### src/rtl/si_tag_pkg.sv
// Shared types and constants for the si tag-rate meter.
// Tag channel field location and the window/output FSM state encodings.
package si_tag_pkg;
  localparam int TAG_CH_LSB = 0;
  localparam int TAG_CH_W = 6;
  localparam logic [3:0] TAG_KEEP_FULL = 4'hF;

  typedef logic [TAG_CH_W-1:0] tag_channel_t;

  typedef enum logic {
    W_IDLE,
    W_RUN
  } win_state_t;

  typedef enum logic {
    O_IDLE,
    O_SEND
  } out_state_t;
endpackage

### src/rtl/si_rate_serializer.sv
// Serializes one window snapshot into a per-channel AXI-Stream packet.
// Snapshots arriving while a packet is in flight are counted as dropped.
module si_rate_serializer
  import si_tag_pkg::*;
#(
  parameter int NUM_CHANNELS = 8,
  parameter int COUNT_WIDTH = 32
) (
  input  logic                                clk,
  input  logic                                rst,
  input  logic                                win_end,
  input  logic [NUM_CHANNELS*COUNT_WIDTH-1:0] snap,
  input  logic                                m_axis_tready,
  output logic                                m_axis_tvalid,
  output logic [COUNT_WIDTH-1:0]              m_axis_tdata,
  output logic [5:0]                          m_axis_tuser,
  output logic                                m_axis_tlast,
  output logic [15:0]                         dropped_windows
);

  out_state_t state, state_nx;
  tag_channel_t idx;
  logic [COUNT_WIDTH-1:0] hold [NUM_CHANNELS];
  logic last;

  assign last = (idx == tag_channel_t'(NUM_CHANNELS - 1));

  always_comb begin
    state_nx = state;
    unique case (state)
      O_IDLE: if (win_end) state_nx = O_SEND;
      O_SEND: if (m_axis_tready && last) state_nx = O_IDLE;
      default: state_nx = O_IDLE;
    endcase
  end

  always_comb begin
    m_axis_tvalid = (state == O_SEND);
    m_axis_tdata = '0;
    m_axis_tuser = '0;
    m_axis_tlast = 1'b0;
    if (m_axis_tvalid) begin
      m_axis_tuser = idx;
      m_axis_tlast = last;
      for (int i = 0; i < NUM_CHANNELS; i++)
        if (idx == tag_channel_t'(i)) m_axis_tdata = hold[i];
    end
  end

  always_ff @(posedge clk) begin
    if (rst) begin
      state <= O_IDLE;
      idx <= '0;
      dropped_windows <= '0;
      for (int i = 0; i < NUM_CHANNELS; i++) hold[i] <= '0;
    end else begin
      state <= state_nx;
      if (state == O_IDLE && win_end) begin
        idx <= '0;
        for (int i = 0; i < NUM_CHANNELS; i++)
          hold[i] <= snap[i*COUNT_WIDTH +: COUNT_WIDTH];
      end
      if (state == O_SEND && m_axis_tready)
        idx <= last ? '0 : idx + tag_channel_t'(1);
      // Includes the cycle the last beat is accepted.
      if (state == O_SEND && win_end && dropped_windows != '1)
        dropped_windows <= dropped_windows + 16'd1;
    end
  end

endmodule

### src/rtl/si_tag_rate_meter.sv
// Per-channel tag-rate meter: counts accepted tags per channel over a
// programmable window and emits each window's counts as a packet.
module si_tag_rate_meter
  import si_tag_pkg::*;
#(
  parameter int NUM_CHANNELS = 8,
  parameter int COUNT_WIDTH = 32
) (
  input  logic                   clk,
  input  logic                   rst,
  output logic                   s_axis_tready,
  input  logic                   s_axis_tvalid,
  input  logic [31:0]            s_axis_tdata,
  input  logic                   s_axis_tlast,
  input  logic [3:0]             s_axis_tkeep,
  input  logic [31:0]            s_axis_tuser,
  input  logic                   enable,
  input  logic [31:0]            window_cycles,
  input  logic                   m_axis_tready,
  output logic                   m_axis_tvalid,
  output logic [COUNT_WIDTH-1:0] m_axis_tdata,
  output logic [5:0]             m_axis_tuser,
  output logic                   m_axis_tlast,
  output logic [15:0]            dropped_windows,
  output logic [31:0]            out_of_range_tags
);

  win_state_t state, state_nx;
  logic [31:0] len, timer;
  logic [COUNT_WIDTH-1:0] counts [NUM_CHANNELS];
  logic [NUM_CHANNELS*COUNT_WIDTH-1:0] snap;
  tag_channel_t ch;
  logic accept, in_range, keep_on, win_end;
  logic unused_ok;

  assign unused_ok = ^{s_axis_tlast, s_axis_tuser, s_axis_tdata};
  assign s_axis_tready = ~rst;

  assign ch = s_axis_tdata[TAG_CH_LSB +: TAG_CH_W];
  assign accept = s_axis_tvalid && (s_axis_tkeep == TAG_KEEP_FULL);
  assign in_range = (32'(ch) < NUM_CHANNELS);
  assign keep_on = enable && (window_cycles != 32'd0);
  assign win_end = (state == W_RUN) && keep_on && (timer == len - 32'd1);

  // Counts after this cycle's tag, so the snapshot includes it.
  always_comb begin
    for (int i = 0; i < NUM_CHANNELS; i++) begin
      snap[i*COUNT_WIDTH +: COUNT_WIDTH] = counts[i];
      if (accept && in_range && ch == tag_channel_t'(i) && counts[i] != '1)
        snap[i*COUNT_WIDTH +: COUNT_WIDTH] = counts[i] + 1'b1;
    end
  end

  always_comb begin
    state_nx = state;
    unique case (state)
      W_IDLE: if (keep_on) state_nx = W_RUN;
      W_RUN: if (!keep_on) state_nx = W_IDLE;
      default: state_nx = W_IDLE;
    endcase
  end

  always_ff @(posedge clk) begin
    if (rst) begin
      state <= W_IDLE;
      len <= '0;
      timer <= '0;
      out_of_range_tags <= '0;
      for (int i = 0; i < NUM_CHANNELS; i++) counts[i] <= '0;
    end else begin
      state <= state_nx;
      if (accept && !in_range && out_of_range_tags != '1)
        out_of_range_tags <= out_of_range_tags + 32'd1;
      if (state != W_RUN || !keep_on || win_end) begin
        for (int i = 0; i < NUM_CHANNELS; i++) counts[i] <= '0;
        timer <= '0;
        if (keep_on) len <= window_cycles;
      end else begin
        for (int i = 0; i < NUM_CHANNELS; i++)
          counts[i] <= snap[i*COUNT_WIDTH +: COUNT_WIDTH];
        timer <= timer + 32'd1;
      end
    end
  end

  si_rate_serializer #(
    .NUM_CHANNELS(NUM_CHANNELS),
    .COUNT_WIDTH(COUNT_WIDTH)
  ) u_ser (
    .clk(clk),
    .rst(rst),
    .win_end(win_end),
    .snap(snap),
    .m_axis_tready(m_axis_tready),
    .m_axis_tvalid(m_axis_tvalid),
    .m_axis_tdata(m_axis_tdata),
    .m_axis_tuser(m_axis_tuser),
    .m_axis_tlast(m_axis_tlast),
    .dropped_windows(dropped_windows)
  );

endmodule
### config.mk
export PLATFORM = sky130hd
export DESIGN_NAME = si_tag_rate_meter
export DESIGN_NICKNAME = d
export VERILOG_FILES = /design/src/rtl/si_tag_pkg.sv /design/src/rtl/si_rate_serializer.sv /design/src/rtl/si_tag_rate_meter.sv
export SDC_FILE = /design/constraint.sdc
export NUM_CORES = 1
export LEC_CHECK = 0
export ABC_AREA = 1
export ABC_CLOCK_PERIOD_IN_PS = 26200
export BUFFER_PORTS_ARGS = -buffer_cell sky130_fd_sc_hd__buf_4
export CAP_MARGIN = 20
export CORE_MARGIN = 5
export CORE_UTILIZATION = 35
export CTS_BUF_LIST = sky130_fd_sc_hd__clkbuf_16
export DETAILED_ROUTE_END_ITERATION = 10
export GPL_ROUTABILITY_DRIVEN = 0
export PLACE_DENSITY_LB_ADDON = 0.3
export SLEW_MARGIN = 20
export SYNTH_ARGS = -nofsm -noshare
export SYNTH_HDL_FRONTEND = slang
export SYNTH_SLANG_ARGS = --single-unit
### constraint.sdc
create_clock -name clk -period 26.2 [get_ports clk]
set_input_delay 7.86 -clock clk [delete_from_list [all_inputs] [get_ports clk]]
set_output_delay 7.86 -clock clk [all_outputs]
set_load 0.01 [all_outputs]
==> implementation parameters, run 1 <==
Parameter                              Value

Setup path
  Critical Path Fanout Max ... 45
  Nature of the critical path endpoint ... output pin
  Worst Setup Start Kind ... primary input
  Worst path cell trace ... buf_4 > inv_2 > buf_4
  Critical path's most frequent cell ... sky130_fd_sc_hd__buf_4
  Path type of the worst setup path ... in2out
  Required arrival time at the worst endpoint ... between 15 and 20 ns
  Critical-path cell with the highest stage delay ... sky130_fd_sc_hd__inv_2
  Largest stage delay on the critical path ... 0.54 ns
  Crit path DAT ... 8.84 ns

Timing
  Number of setup violations in the final report ... 0
  Crit path time final ... around 17 ns
  Fin crit share ... 63.7%
  Transition time of the tightest slew-check pin ... between 1 and 1.5 ns
  Count of final max-slew check failures ... 0
  Highest achievable clock rate ... roughly 60 MHz
  Worst path setup slack after routing ... 9.50 ns
  Total Negative Setup Slacks ... 0 ns
  Count of final hold-check violations ... 0
  Clk_skew ... 0.0371 ns
  RSZ-0062 raised after global routing ... false
  Worst max-slew margin expressed relative to the limit ... 27.4%

Yosys
  Cell area after synthesis ... 34900 µm²
  Dominant synthesized flop cell ... sky130_fd_sc_hd__edfxtp_1
  Register area share after synthesis ... 50.0%
  Area share of the largest cell type after synthesis ... 41.3%
  Register bit count reported by yosys ... 632
  Synth top area cells ... sky130_fd_sc_hd__edfxtp_1, sky130_fd_sc_hd__nor2_1, sky130_fd_sc_hd__dfxtp_1, sky130_fd_sc_hd__nand2_1, sky130_fd_sc_hd__xor2_1
  Number of distinct library cells after synthesis ... 55
  Mean area per synthesized cell ... between 8 and 9 µm²
  Cell type contributing the most total cell area after synthesis ... sky130_fd_sc_hd__edfxtp_1
  Count of flip-flops with a built-in enable after synthesis ... 480
  Gate Count Post-Synth ... 4248
  Share of flip-flops with an asynchronous set or reset after synthesis ... 0%
  Synth warn ... 0

Power
  Switching power share of the total ... 23.7%
  Internal Dissipation ... 0.00180 W
  Share of total power in sequential cells ... about 48%
  Power per Cell Area ... 58.4 nW/µm²
  Total leakage power ... 15.8 nW
  Clock network fraction of design power ... 46.0%
  Switching pwr ... 0.000561 W
  Share of power burned in combinational logic ... 5.8%
  VDD IR max ... between 0.00004 and 0.00005 V

Outcome
  Run status ... complete, no violations

Routing
  Via-per-instance ratio ... 4.90
  Number of DRC markers in iteration 0 ... 2797
  Final routed wirelength across all metal layers ... 99.5 mm
  Detailed-route wire length per cell ... 16.8 µm
  Pre-antenna DRT Iters ... 5
  Number of remaining DRC errors ... 0
  Via count ... 29.0k
  Final ANT Viol Nets ... 0

Global routing
  GRT Residual Overflow ... 0
  Number of global-route vias before repair ... 27.1k
  Number of antenna violations at the first check in global routing ... 1
  Largest net degree at the start of global routing ... 99
  First-pass GRT wire length ... 153 mm
  Global routing usage summed across all routing layers ... a little under a fifth

Clock tree
  Clk pin slew, worst setup/hold paths ... around 0.070 ns
  CTS H-tree depth ... 3
  Resized cells post-CTS ... 0
  Post CTS Setup Buffer Count ... 0
  Clock Path Buffers ... 3
  Clock buffer count from CTS ... 75
  CTS Hold Bufs ... 0
  # clock sinks ... 632
  Clk Tree Root Cell ... sky130_fd_sc_hd__clkbuf_16
  Insertion delay to the later sink of the worst-skew pair ... 0.64 ns
  CTS tree ... yes

Floorplanning
  Die X-Extent ... 326 µm
  Effective utilization at floorplan ... 35.4%
  Number of primary I/O pins ... 195
  Core footprint ... 98700 µm²
  Chip Height ... roughly 330 µm
  Total Die Area ... 106000 µm²
  Core Rows ... ~120

Placed design
  Place WS ... approximately 9.5 ns
  Final HPWL from detailed placement ... 73.9 mm
  Number of port buffers ... 135

Cells and area
  Signed area change from the synthesized netlist to the final layout ... 15.9%
  Final net count ... between 4k and 5k
  Share of post-route cells with drive strength above 1 ... under 10%
  Final standard cell utilization of the core ... 41.0%
  Number of inserted diodes ... 0

Hold path
  Type of the worst min-delay path ... reg2reg

Job
  Number of maximum-capacitance violations ... 0
[power groups by stage]
stage | Combinational (W) | Clock [W] | Sequential, W
global route | 0.000153 | 0.00115 | 0.00114
floorplan | 0.0000960 | 0 | 0.00115
finish | 0.000137 | 0.00109 | 0.00114
detailed placement | 0.000135 | 0 | 0.00116
CTS | 0.000136 | 0.00111 | 0.00114
global placement | 0.000135 | 0 | 0.00116
[worst max-delay path: cells and delay by family]
kind                   cells  cell delay, ns
buffers and inverters      3            0.97
[logic make-up (layout without fill, tap and decap cells)]
logic type	after synthesis	count (layout)	share of synthesized area [%]
simple gates	2186	2186	26.8
buf+inv	636	798	7.40
flops	632	632	50.0
compound gates	474	474	7.47
xor+xnor	292	292	7.45
fa+ha+maj	16	16	0.573
mux	11	11	0.315
other cells	1	224	0.0107
[through the flow]
step | cells | hold slack (ns) | power (W) | cell area, µm²
finish | 5920 | 0.461 | 0.00236 | 40500
global route | 5920 | 0.485 | 0.00245 | 40500
CTS | 5919 | 0.468 | 0.00239 | 40500
detailed placement | 5782 | 0.458 | 0.00129 | 37900
global placement | 5782 | 0.451 | 0.00129 | 37900
floorplan | 4471 | 0.452 | 0.00125 | 35800
[layout make-up]
class	count	area, µm²
flip-flops and latches	632	17500
multi-input cells	3203	15800
repair buffers	158	1180
clock buffers	78	1950
well taps	1287	1610
inverters	503	1890
fillers	10000	58200
clock inverters	59	597
[synthesized netlist by cell type (6+ instances only)]
cell / count
sky130_fd_sc_hd__nor2_1: 869
sky130_fd_sc_hd__nand2_1: 737
sky130_fd_sc_hd__inv_1: 492
sky130_fd_sc_hd__edfxtp_1: 480
sky130_fd_sc_hd__xor2_1: 221
sky130_fd_sc_hd__a21oi_1: 205
sky130_fd_sc_hd__nand3_1: 165
sky130_fd_sc_hd__nor3_1: 157
sky130_fd_sc_hd__dfxtp_1: 152
sky130_fd_sc_hd__o21ai_0: 127
sky130_fd_sc_hd__nand4_1: 109
sky130_fd_sc_hd__clkbuf_1: 72
sky130_fd_sc_hd__xnor2_1: 67
sky130_fd_sc_hd__nor4_1: 62
sky130_fd_sc_hd__o211ai_1: 62
sky130_fd_sc_hd__buf_2: 37
sky130_fd_sc_hd__o21ai_1: 35
sky130_fd_sc_hd__a31oi_1: 30
sky130_fd_sc_hd__nor2_2: 24
sky130_fd_sc_hd__buf_6: 19
sky130_fd_sc_hd__ha_1: 16
sky130_fd_sc_hd__nand2_2: 15
sky130_fd_sc_hd__nor3b_1: 12
sky130_fd_sc_hd__mux2i_1: 11
sky130_fd_sc_hd__or2_2: 9
sky130_fd_sc_hd__inv_2: 6
[path summary, 6_finish.rpt]
path,startpoint,endpoint,slack [ns],depth (start not counted)
max,rst,s_axis_tready,9.50,3
min,out_of_range_tags[4],out_of_range_tags[4],0.46,2
max reg2reg,len[0],u_ser.hold[0][93],20.82,16
min reg2reg,out_of_range_tags[4],out_of_range_tags[4],0.46,2
[layout by cell type, fill, tap and decap left out, types with 16 or more instances in the layout]
cell type / instances
sky130_fd_sc_hd__nand3_1: 163
sky130_fd_sc_hd__edfxtp_1: 480
sky130_fd_sc_hd__nor2_1: 869
sky130_fd_sc_hd__xnor2_1: 67
sky130_fd_sc_hd__o21ai_1: 35
sky130_fd_sc_hd__o21ai_0: 127
sky130_fd_sc_hd__ha_1: 16
sky130_fd_sc_hd__nor4_1: 62
sky130_fd_sc_hd__conb_1: 224
sky130_fd_sc_hd__buf_4: 157
sky130_fd_sc_hd__nand2_1: 735
sky130_fd_sc_hd__dfxtp_1: 151
sky130_fd_sc_hd__nor2_2: 24
sky130_fd_sc_hd__xor2_1: 221
sky130_fd_sc_hd__clkbuf_16: 78
sky130_fd_sc_hd__nor3_1: 152
sky130_fd_sc_hd__inv_1: 506
sky130_fd_sc_hd__a21oi_1: 205
sky130_fd_sc_hd__o211ai_1: 62
sky130_fd_sc_hd__a31oi_1: 30
sky130_fd_sc_hd__nand4_1: 109
[sequential cells by signal (all words and copies together) (netlist names)]
name	count
u_ser.m_axis_tvalid	1
counts	256
timer	32
len	32
u_ser.idx	6
u_ser.dropped_windows	16
u_ser.hold	256
state	1
out_of_range_tags	32
[metal layers]
layer	vias to the layer above	GRT usage (%)	part of all wire, %
li1	14500	-	-
met3	168	3.08	6.5
met5	-	0	0
met2	871	27.9	44
met1	13500	26.0	47
met4	0	5.71	3.2
No activity file was read; power rests on OpenSTA's default activity.
==> run 2, diff against run 1 <==
--- a/config.mk
+++ b/config.mk
@@ -6,7 +6,7 @@
 export NUM_CORES = 1
 export LEC_CHECK = 0
 export ABC_AREA = 1
-export ABC_CLOCK_PERIOD_IN_PS = 26200
+export ABC_CLOCK_PERIOD_IN_PS = 15840
 export BUFFER_PORTS_ARGS = -buffer_cell sky130_fd_sc_hd__buf_4
 export CAP_MARGIN = 20
 export CORE_MARGIN = 5
==> constraint.sdc (replaced) <==
create_clock -name clk -period 15.84 [get_ports clk]
set_input_delay 4.752 -clock clk [delete_from_list [all_inputs] [get_ports clk]]
set_output_delay 4.752 -clock clk [all_outputs]
set_load 0.01 [all_outputs]
==> run 2 against run 1 <==
Against the previous run:
- routed wire length is 0.28% lower
- non-clock buffer count is 1 lower
- hold slack worse by 0.0079 ns
- design area is 0.40% lower
- final cell count stayed put
- critical path depth stayed put
- first-iteration DRC count is 6.3% higher
- largest power group unchanged
==> implementation parameters, run 2 (same netlist as run 1, synthesis figures left out) <==
Parameter                              Value

Clock tree
  Clock buffer count from CTS ... 75 (unchanged)
  Post CTS Setup Buffer Count ... 0 (unchanged)
  Clock Path Buffers ... 3 (unchanged)
  # clock sinks ... 632 (unchanged)
  CTS H-tree depth ... 3 (unchanged)
  Clk pin slew, worst setup/hold paths ... 0.07 ns (about the same)
  Clk Tree Root Cell ... sky130_fd_sc_hd__clkbuf_16
  Resized cells post-CTS ... 0 (unchanged)
  CTS Hold Bufs ... 0 (unchanged)
  CTS tree ... yes
  Insertion delay to the later sink of the worst-skew pair ... 0.65 ns (about the same)

Floorplanning
  Core footprint ... 98700 µm² (unchanged)
  Number of primary I/O pins ... 195 (unchanged)
  Effective utilization at floorplan ... 35.4% (unchanged)
  Total Die Area ... 106000 µm² (unchanged)
  Die X-Extent ... 326 µm (unchanged)
  Core Rows ... 115 (unchanged)
  Chip Height ... 326 µm (unchanged)

Placed design
  Place WS ... 5.32 ns (-4.16 ns)
  Final HPWL from detailed placement ... 73.9 mm (about the same)
  Number of port buffers ... 135 (unchanged)

Setup path
  Worst Setup Start Kind ... primary input
  Critical path's most frequent cell ... sky130_fd_sc_hd__buf_4
  Nature of the critical path endpoint ... output pin
  Critical Path Fanout Max ... 45 (unchanged)
  Largest stage delay on the critical path ... 0.52 ns (-0.02 ns)
  Crit path DAT ... 5.73 ns (-3.11 ns)
  Required arrival time at the worst endpoint ... 11.09 ns (-7.25 ns)
  Top cell family by delay on the critical path ... buffers and inverters
  Worst path cell trace ... buf_4 > inv_2 > buf_4
  WP buf/inv ... 3 (unchanged)
  Critical-path cell with the highest stage delay ... sky130_fd_sc_hd__inv_2
  Path type of the worst setup path ... in2out

Hold path
  Type of the worst min-delay path ... reg2reg

Routing
  Sum of met2 wire segment lengths after detailed routing ... 44.0 mm (+1.1%)
  Highest metal used ... met4
  Detailed-route wire length per cell ... 16.8 µm (-0.28%)
  Final routed wirelength across all metal layers ... 99.3 mm (-0.28%)
  Via-per-instance ratio ... 4.91 (+0.23%)
  Number of remaining DRC errors ... 0 (unchanged)
  Met1 Wirelength ... 46.7 mm (+0.71%)
  Pre-antenna DRT Iters ... 6 (+1)
  Number of DRC markers in iteration 0 ... 2972 (+6.3%)
  Met3 wire len ... 5.84 mm (-10%)
  Via count ... 29.1k (+0.23%)
  Final ANT Viol Nets ... 0 (unchanged)

Timing
  Worst Hold Margin ... 0.453 ns (-0.00790 ns)
  Fin crit share ... 66.2%
  Total Negative Setup Slacks ... 0 ns (unchanged)
  Crit path time final ... ~10 ns
  Clk_skew ... 0.0347 ns (-0.00247 ns)
  Transition time of the tightest slew-check pin ... 1.09 ns (+0.00283 ns)
  Number of setup violations in the final report ... 0 (unchanged)
  Count of final max-slew check failures ... 0 (unchanged)
  Highest achievable clock rate ... approximately 95 MHz
  Count of final hold-check violations ... 0 (unchanged)
  Worst max-slew margin expressed relative to the limit ... 27.2% (-0.19 points)
  RSZ-0062 raised after global routing ... false
  Worst path setup slack after routing ... 5.35 ns (-4.15 ns)

Global routing
  Number of global-route vias before repair ... 27.1k (-0.15%)
  First-pass GRT wire length ... 154 mm (+0.37%)
  GRT Residual Overflow ... 0 (unchanged)
  Largest net degree at the start of global routing ... 87 (-12%)
  Number of antenna violations at the first check in global routing ... 1 (unchanged)
  Global routing usage summed across all routing layers ... 18.1% (+0.019 points)

Cells and area
  Share of post-route cells with drive strength above 1 ... 7.60% (unchanged)
  Final net count ... 4694 (-0.021%)
  Commonest non-fill, non-tap cell in the layout ... sky130_fd_sc_hd__nor2_1
  Filler Cell Count ... 10.0k (+0.42%)
  Number of inserted diodes ... 0 (unchanged)
  Most frequent cells in the layout ... sky130_fd_sc_hd__nor2_1, sky130_fd_sc_hd__nand2_1, sky130_fd_sc_hd__inv_1
  Leading registers by flop count ... counts x256, u_ser.hold x256
  Signed area change from the synthesized netlist to the final layout ... 15.4%

Power
  Power per Cell Area ... 94.1 nW/µm² (+61%)
  Total leakage power ... 15.7 nW (-0.41%)
  VDD IR max ... 0.0000754 V (+62%)

Outcome
  Run status ... complete, no violations

Job
  Number of maximum-capacitance violations ... 0 (unchanged)
run 2: worst reg2reg max path, stage by stage, from the launching register on:
cell and delay [ns]:
sky130_fd_sc_hd__dfxtp_1 0.32, sky130_fd_sc_hd__inv_2 0.08, sky130_fd_sc_hd__ha_1 0.20, sky130_fd_sc_hd__nand2_2 0.14, sky130_fd_sc_hd__inv_1 0.12, sky130_fd_sc_hd__nand2_1 0.07, sky130_fd_sc_hd__nor2_2 0.23, sky130_fd_sc_hd__nand3_1 0.12
sky130_fd_sc_hd__nand3_1 0.25, sky130_fd_sc_hd__nand3_1 0.10, sky130_fd_sc_hd__nor2_1 0.21, sky130_fd_sc_hd__nand2_1 0.10, sky130_fd_sc_hd__nor2_2 0.17, sky130_fd_sc_hd__nand4_1 0.46, sky130_fd_sc_hd__nand2_4 0.62, sky130_fd_sc_hd__buf_4 0.80
sky130_fd_sc_hd__buf_4 0.94
run 2: power by group:
| group | switching [W] | total [W] | internal, W | leakage (nW) |
|---|---|---|---|---|
| Combinational | 0.000159 | 0.000226 | 0.0000679 | 8.34 |
| Sequential | 0.0000433 | 0.00188 | 0.00184 | 6.15 |
| Clock | 0.000737 | 0.00169 | 0.000949 | 1.23 |
| Total | 0.000938 | 0.00379 | 0.00286 | 15.7 |
run 2: path summary, 6_finish.rpt:
| path | start | endpoint | slack [ns] | cells after the start |
|---|---|---|---|---|
| max reg2reg | len[0] | u_ser.hold[0][94] | 10.42 | 16 |
| min reg2reg | out_of_range_tags[4] | out_of_range_tags[4] | 0.45 | 2 |
| max | rst | s_axis_tready | 5.35 | 3 |
| min | out_of_range_tags[4] | out_of_range_tags[4] | 0.45 | 2 |
run 2: final cells by class:
| cell class | instances | area [µm²] | share of cell area [%] |
|---|---|---|---|
| Inverter | 503 | 1890 | 4.68 |
| Multi-Input combinational cell | 3203 | 15800 | 39.2 |
| Timing Repair Buffer | 157 | 1180 | 2.92 |
| Tap cell | 1287 | 1610 | 3.99 |
| Clock buffer | 76 | 1900 | 4.72 |
| Clock inverter | 62 | 482 | 1.19 |
| Sequential cell | 632 | 17500 | 43.3 |
run 2: routing by layer:
metal  vias to the layer above  track usage (%)
li1                      14500                -
met4                         0             5.09
met5                         -                0
met3                       151             2.45
met1                     13600             26.3
met2                       811             28.4
run 2: per-stage QoR:
step / utilization [%] / area [µm²] / total power (W) / instances
4_1_cts: 40.8 / 40300 / 0.00383 / 5920
3_3_place_gp: 38.4 / 37900 / 0.00214 / 5782
5_1_grt: 40.8 / 40300 / 0.00393 / 5920
6_report: 40.8 / 40300 / 0.00379 / 5920
3_5_place_dp: 38.4 / 37900 / 0.00214 / 5782
2_1_floorplan: - / 35800 / 0.00207 / 4471
==> run 3, diff against run 2 <==
--- a/config.mk
+++ b/config.mk
@@ -5,8 +5,8 @@
 export SDC_FILE = /design/constraint.sdc
 export NUM_CORES = 1
 export LEC_CHECK = 0
-export ABC_AREA = 1
-export ABC_CLOCK_PERIOD_IN_PS = 15840
+export ABC_AREA = 0
+export ABC_CLOCK_PERIOD_IN_PS = 10450
 export BUFFER_PORTS_ARGS = -buffer_cell sky130_fd_sc_hd__buf_4
 export CAP_MARGIN = 20
 export CORE_MARGIN = 5
==> constraint.sdc (replaced) <==
create_clock -name clk -period 10.45 [get_ports clk]
set_input_delay 3.135 -clock clk [delete_from_list [all_inputs] [get_ports clk]]
set_output_delay 3.135 -clock clk [all_outputs]
set_load 0.01 [all_outputs]
==> run 3 against run 2 <==
Against the previous run:
- sequential power rose by 51%
- via count fell by 22%
- die area fell by 11%
- worst setup slack got worse by 2.3 ns
- total power rose by 49%
- hold slack improved by 0.047 ns
- utilization rose by 0.21 points
- global-route usage fell by 2.5 points
==> implementation parameters, run 3 <==
Parameter                              Value

Clock tree
  CTS H-tree depth ... 3 (unchanged)
  Clk pin slew, worst setup/hold paths ... 0.06 ns (about the same)
  Clock buffer count from CTS ... 72 (-4.0%)
  CTS tree ... yes
  Insertion delay to the later sink of the worst-skew pair ... 0.62 ns (-0.03 ns)
  Clock Path Buffers ... 3 (unchanged)
  CTS Hold Bufs ... 0 (unchanged)
  Post CTS Setup Buffer Count ... 0 (unchanged)
  # clock sinks ... 632 (unchanged)
  Resized cells post-CTS ... 0 (unchanged)
  Clk Tree Root Cell ... sky130_fd_sc_hd__clkbuf_16

Yosys
  Synth warn ... 0 (unchanged)
  Most numerous cell types in the synthesized netlist ... sky130_fd_sc_hd__nor2_1, sky130_fd_sc_hd__edfxtp_1, sky130_fd_sc_hd__nand3_1, sky130_fd_sc_hd__xor2_1, sky130_fd_sc_hd__xnor2_1
  Count of flip-flops with a built-in enable after synthesis ... 480 (unchanged)
  Synth top area cells ... sky130_fd_sc_hd__edfxtp_1, sky130_fd_sc_hd__dfxtp_1, sky130_fd_sc_hd__nor2_1, sky130_fd_sc_hd__xor2_1, sky130_fd_sc_hd__xnor2_1
  Area share of the largest cell type after synthesis ... 46.4% (+5.1 points)
  Dominant synthesized flop cell ... sky130_fd_sc_hd__edfxtp_1
  Cell type contributing the most total cell area after synthesis ... sky130_fd_sc_hd__edfxtp_1
  Most numerous cell in the Yosys netlist ... sky130_fd_sc_hd__nor2_1
  Cell area after synthesis ... 31100 µm² (-11%)
  Number of distinct library cells after synthesis ... 61 (+11%)
  Mean area per synthesized cell ... 10.1 µm² (+23%)
  Register bit count reported by yosys ... 632 (unchanged)
  Gate Count Post-Synth ... 3064 (-28%)
  Share of flip-flops with an asynchronous set or reset after synthesis ... 0% (unchanged)
  Register area share after synthesis ... 56.2% (+6.2 points)

Routing
  Via-per-instance ratio ... 4.95 (+0.86%)
  Pre-antenna DRT Iters ... 5 (-1)
  Via count ... 22.6k (-22%)
  Number of DRC markers in iteration 0 ... 1827 (-39%)
  Final routed wirelength across all metal layers ... 75.8 mm (-24%)
  Final ANT Viol Nets ... 0 (unchanged)
  Number of remaining DRC errors ... 0 (unchanged)
  Detailed-route wire length per cell ... 16.6 µm (-1.1%)

Cells and area
  Number of inserted diodes ... 0 (unchanged)
  Area of combinational cells with multiple inputs ... 13600 µm² (-14%)
  Sequential standard cell area ... 17500 µm² (about the same)
  Non-filler instance count after layout ... 4568 (-23%)
  Leading registers by flop count ... counts x256, u_ser.hold x256
  Most frequent cells in the layout ... sky130_fd_sc_hd__nor2_1, sky130_fd_sc_hd__edfxtp_1, sky130_fd_sc_hd__conb_1
  Commonest non-fill, non-tap cell in the layout ... sky130_fd_sc_hd__nor2_1
  Final net count ... 3469 (-26%)
  Filler Cell Count ... 8603 (-14%)
  Share of post-route cells with drive strength above 1 ... 8.58% (+0.98 points)
  Signed area change from the synthesized netlist to the final layout ... 16.6%

Setup path
  WP buf/inv ... 1 (-2)
  Critical Path Fanout Max ... 32 (-29%)
  Top cell family by delay on the critical path ... simple AND/OR/NAND/NOR gates
  R2R setup slack ... 4.73 ns (-5.69 ns)
  Crit path DAT ... 4.30 ns (-1.43 ns)
  Critical-path cell with the highest stage delay ... sky130_fd_sc_hd__and2_2
  Path type of the worst setup path ... reg2out
  Largest stage delay on the critical path ... 0.81 ns (+0.29 ns)
  Critical path's most frequent cell ... sky130_fd_sc_hd__o21ai_0
  Nature of the critical path endpoint ... output pin
  Required arrival time at the worst endpoint ... 7.32 ns (-3.77 ns)
  Worst path cell trace ... nor4b_1 > and2_2 > a22oi_1 > nand3_1 > o21ai_0 > nand2_1 > o21ai_0 > a211oi_1 > buf_4
  Worst Setup Start Kind ... flip-flop

Timing
  RSZ-0062 raised after global routing ... false
  Count of final max-slew check failures ... 0 (unchanged)
  Count of final hold-check violations ... 0 (unchanged)
  Clk_skew ... 0.0296 ns (-0.00510 ns)
  Highest achievable clock rate ... 135 MHz
  Total Negative Setup Slacks ... 0 ns (unchanged)
  Fin crit share ... a little under three quarters
  Number of setup violations in the final report ... 0 (unchanged)
  Transition time of the tightest slew-check pin ... 1.04 ns (-0.0522 ns)
  Worst max-slew margin expressed relative to the limit ... 30.7% (+3.5 points)
  Crit path time final ... 7.43 ns

Global routing
  Largest net degree at the start of global routing ... 193 (+120%)
  Most heavily used metal layer in global routing ... met2
  Global routing usage summed across all routing layers ... 15.6% (-2.5 points)
  Number of antenna violations at the first check in global routing ... 1 (unchanged)
  GRT Residual Overflow ... 0 (unchanged)
  Met2 global-route usage ... 25.4% (-3.0 points)
  Number of global-route vias before repair ... 21.6k (-20%)
  Met1 capacity usage during global routing ... 21.7% (-4.6 points)
  GR Util met3 ... 2.39% (-0.061 points)
  First-pass GRT wire length ... 119 mm (-23%)

Job
  Number of maximum-capacitance violations ... 0 (unchanged)

Floorplanning
  Total Die Area ... 94900 µm² (-11%)
  Core footprint ... 88200 µm² (-11%)
  Core Rows ... 109 (-5.2%)
  Number of primary I/O pins ... 195 (unchanged)
  Chip Height ... 308 µm (-5.5%)
  Effective utilization at floorplan ... 35.2% (-0.17 points)
  Die X-Extent ... 308 µm (-5.5%)

Placed design
  Placed Instances ... 4438 (-23%)
  Final HPWL from detailed placement ... 51.5 mm (-30%)
  Number of port buffers ... 135 (unchanged)

Power
  Total leakage power ... 12.8 nW (-19%)
  Power per Cell Area ... 156 nW/µm² (+66%)
  VDD IR max ... 0.000115 V (+53%)

Hold path
  Type of the worst min-delay path ... reg2reg

Outcome
  Run status ... complete, no violations
[run 3: cell types whose count changed after synthesis, moves of 35 or more]
cell                       delta
sky130_fd_sc_hd__and3_1      +57
sky130_fd_sc_hd__nand2_1    -577
sky130_fd_sc_hd__nor3_1      -61
sky130_fd_sc_hd__inv_1      -441
sky130_fd_sc_hd__o211ai_1    -61
sky130_fd_sc_hd__nor2_1     -113
sky130_fd_sc_hd__a21oi_1    -175
sky130_fd_sc_hd__a22oi_1     +64
sky130_fd_sc_hd__clkbuf_1    +37
sky130_fd_sc_hd__xor2_1      -43
sky130_fd_sc_hd__xnor2_1    +101
sky130_fd_sc_hd__o21ai_1     -35
[run 3: final cells by class]
| cell class | instances | area share (%) |
|---|---|---|
| clock buffers | 76 | 5.25 |
| inverters | 51 | 0.528 |
| flip-flops and latches | 632 | 48.2 |
| repair buffers | 153 | 3.28 |
| multi-input cells | 2437 | 37.4 |
| clock inverters | 54 | 1.31 |
| well taps | 1165 | 4.02 |
[run 3: logic make-up after synthesis]
logic type,share of synthesized area [%]
XOR/XNOR,9.75
multiplexers,1.46
buffers and inverters,3.04
other,0.0121
AND/OR/NAND/NOR,22.5
adder cells (fa/ha/maj),0.644
AO/OA/AOI/OAI,6.46
flip-flops,56.2
[run 3: per-stage QoR]
stage                     hold WS (ns)  power [W]  utilization (%)  instance area, µm²  setup WS (ns)
after global placement           0.483    0.00315             38.4               33800           3.15
after detailed placement         0.495    0.00316             38.4               33800           3.12
after global routing             0.519    0.00586             41.1               36200           2.69
after CTS                        0.504    0.00572             41.0               36200           2.90
after floorplan                  0.451    0.00308                -               31900          0.161
final                            0.500    0.00565             41.1               36200           3.02
[run 3: metal layers]
layer	up-vias	wire length, µm	share of wire [%]
li1	11200	-	-
met1	10800	35100	46
met2	476	35000	46
met3	93	3960	5.2
met4	0	1710	2.3
met5	-	0	0
[run 3: power by group]
group / switching, W / internal (W) / leakage (nW)
combinational: 0.000169 / 0.0000935 / 5.42
clock: 0.00105 / 0.00149 / 1.21
sequential: 0.0000585 / 0.00278 / 6.15
total: 0.00127 / 0.00437 / 12.8
[run 3: worst register-to-register path, delay by kind of cell (launching register included)]
family / cells / cell delay (ns)
AO/OA/AOI/OAI: 3 / 1.20
XOR/XNOR: 1 / 0.14
buffers and inverters: 2 / 1.23
flip-flops: 1 / 0.35
AND/OR/NAND/NOR: 5 / 2.51
[run 3: final timing paths]
kind                            cells after the start                  endpoint                      from
worst max register to register                     11             counts[1][42]                    len[9]
worst max-delay path                                9          m_axis_tdata[28]              u_ser.idx[2]
worst min register to register                      2  u_ser.dropped_windows[7]  u_ser.dropped_windows[7]
worst min-delay path                                2  u_ser.dropped_windows[7]  u_ser.dropped_windows[7]
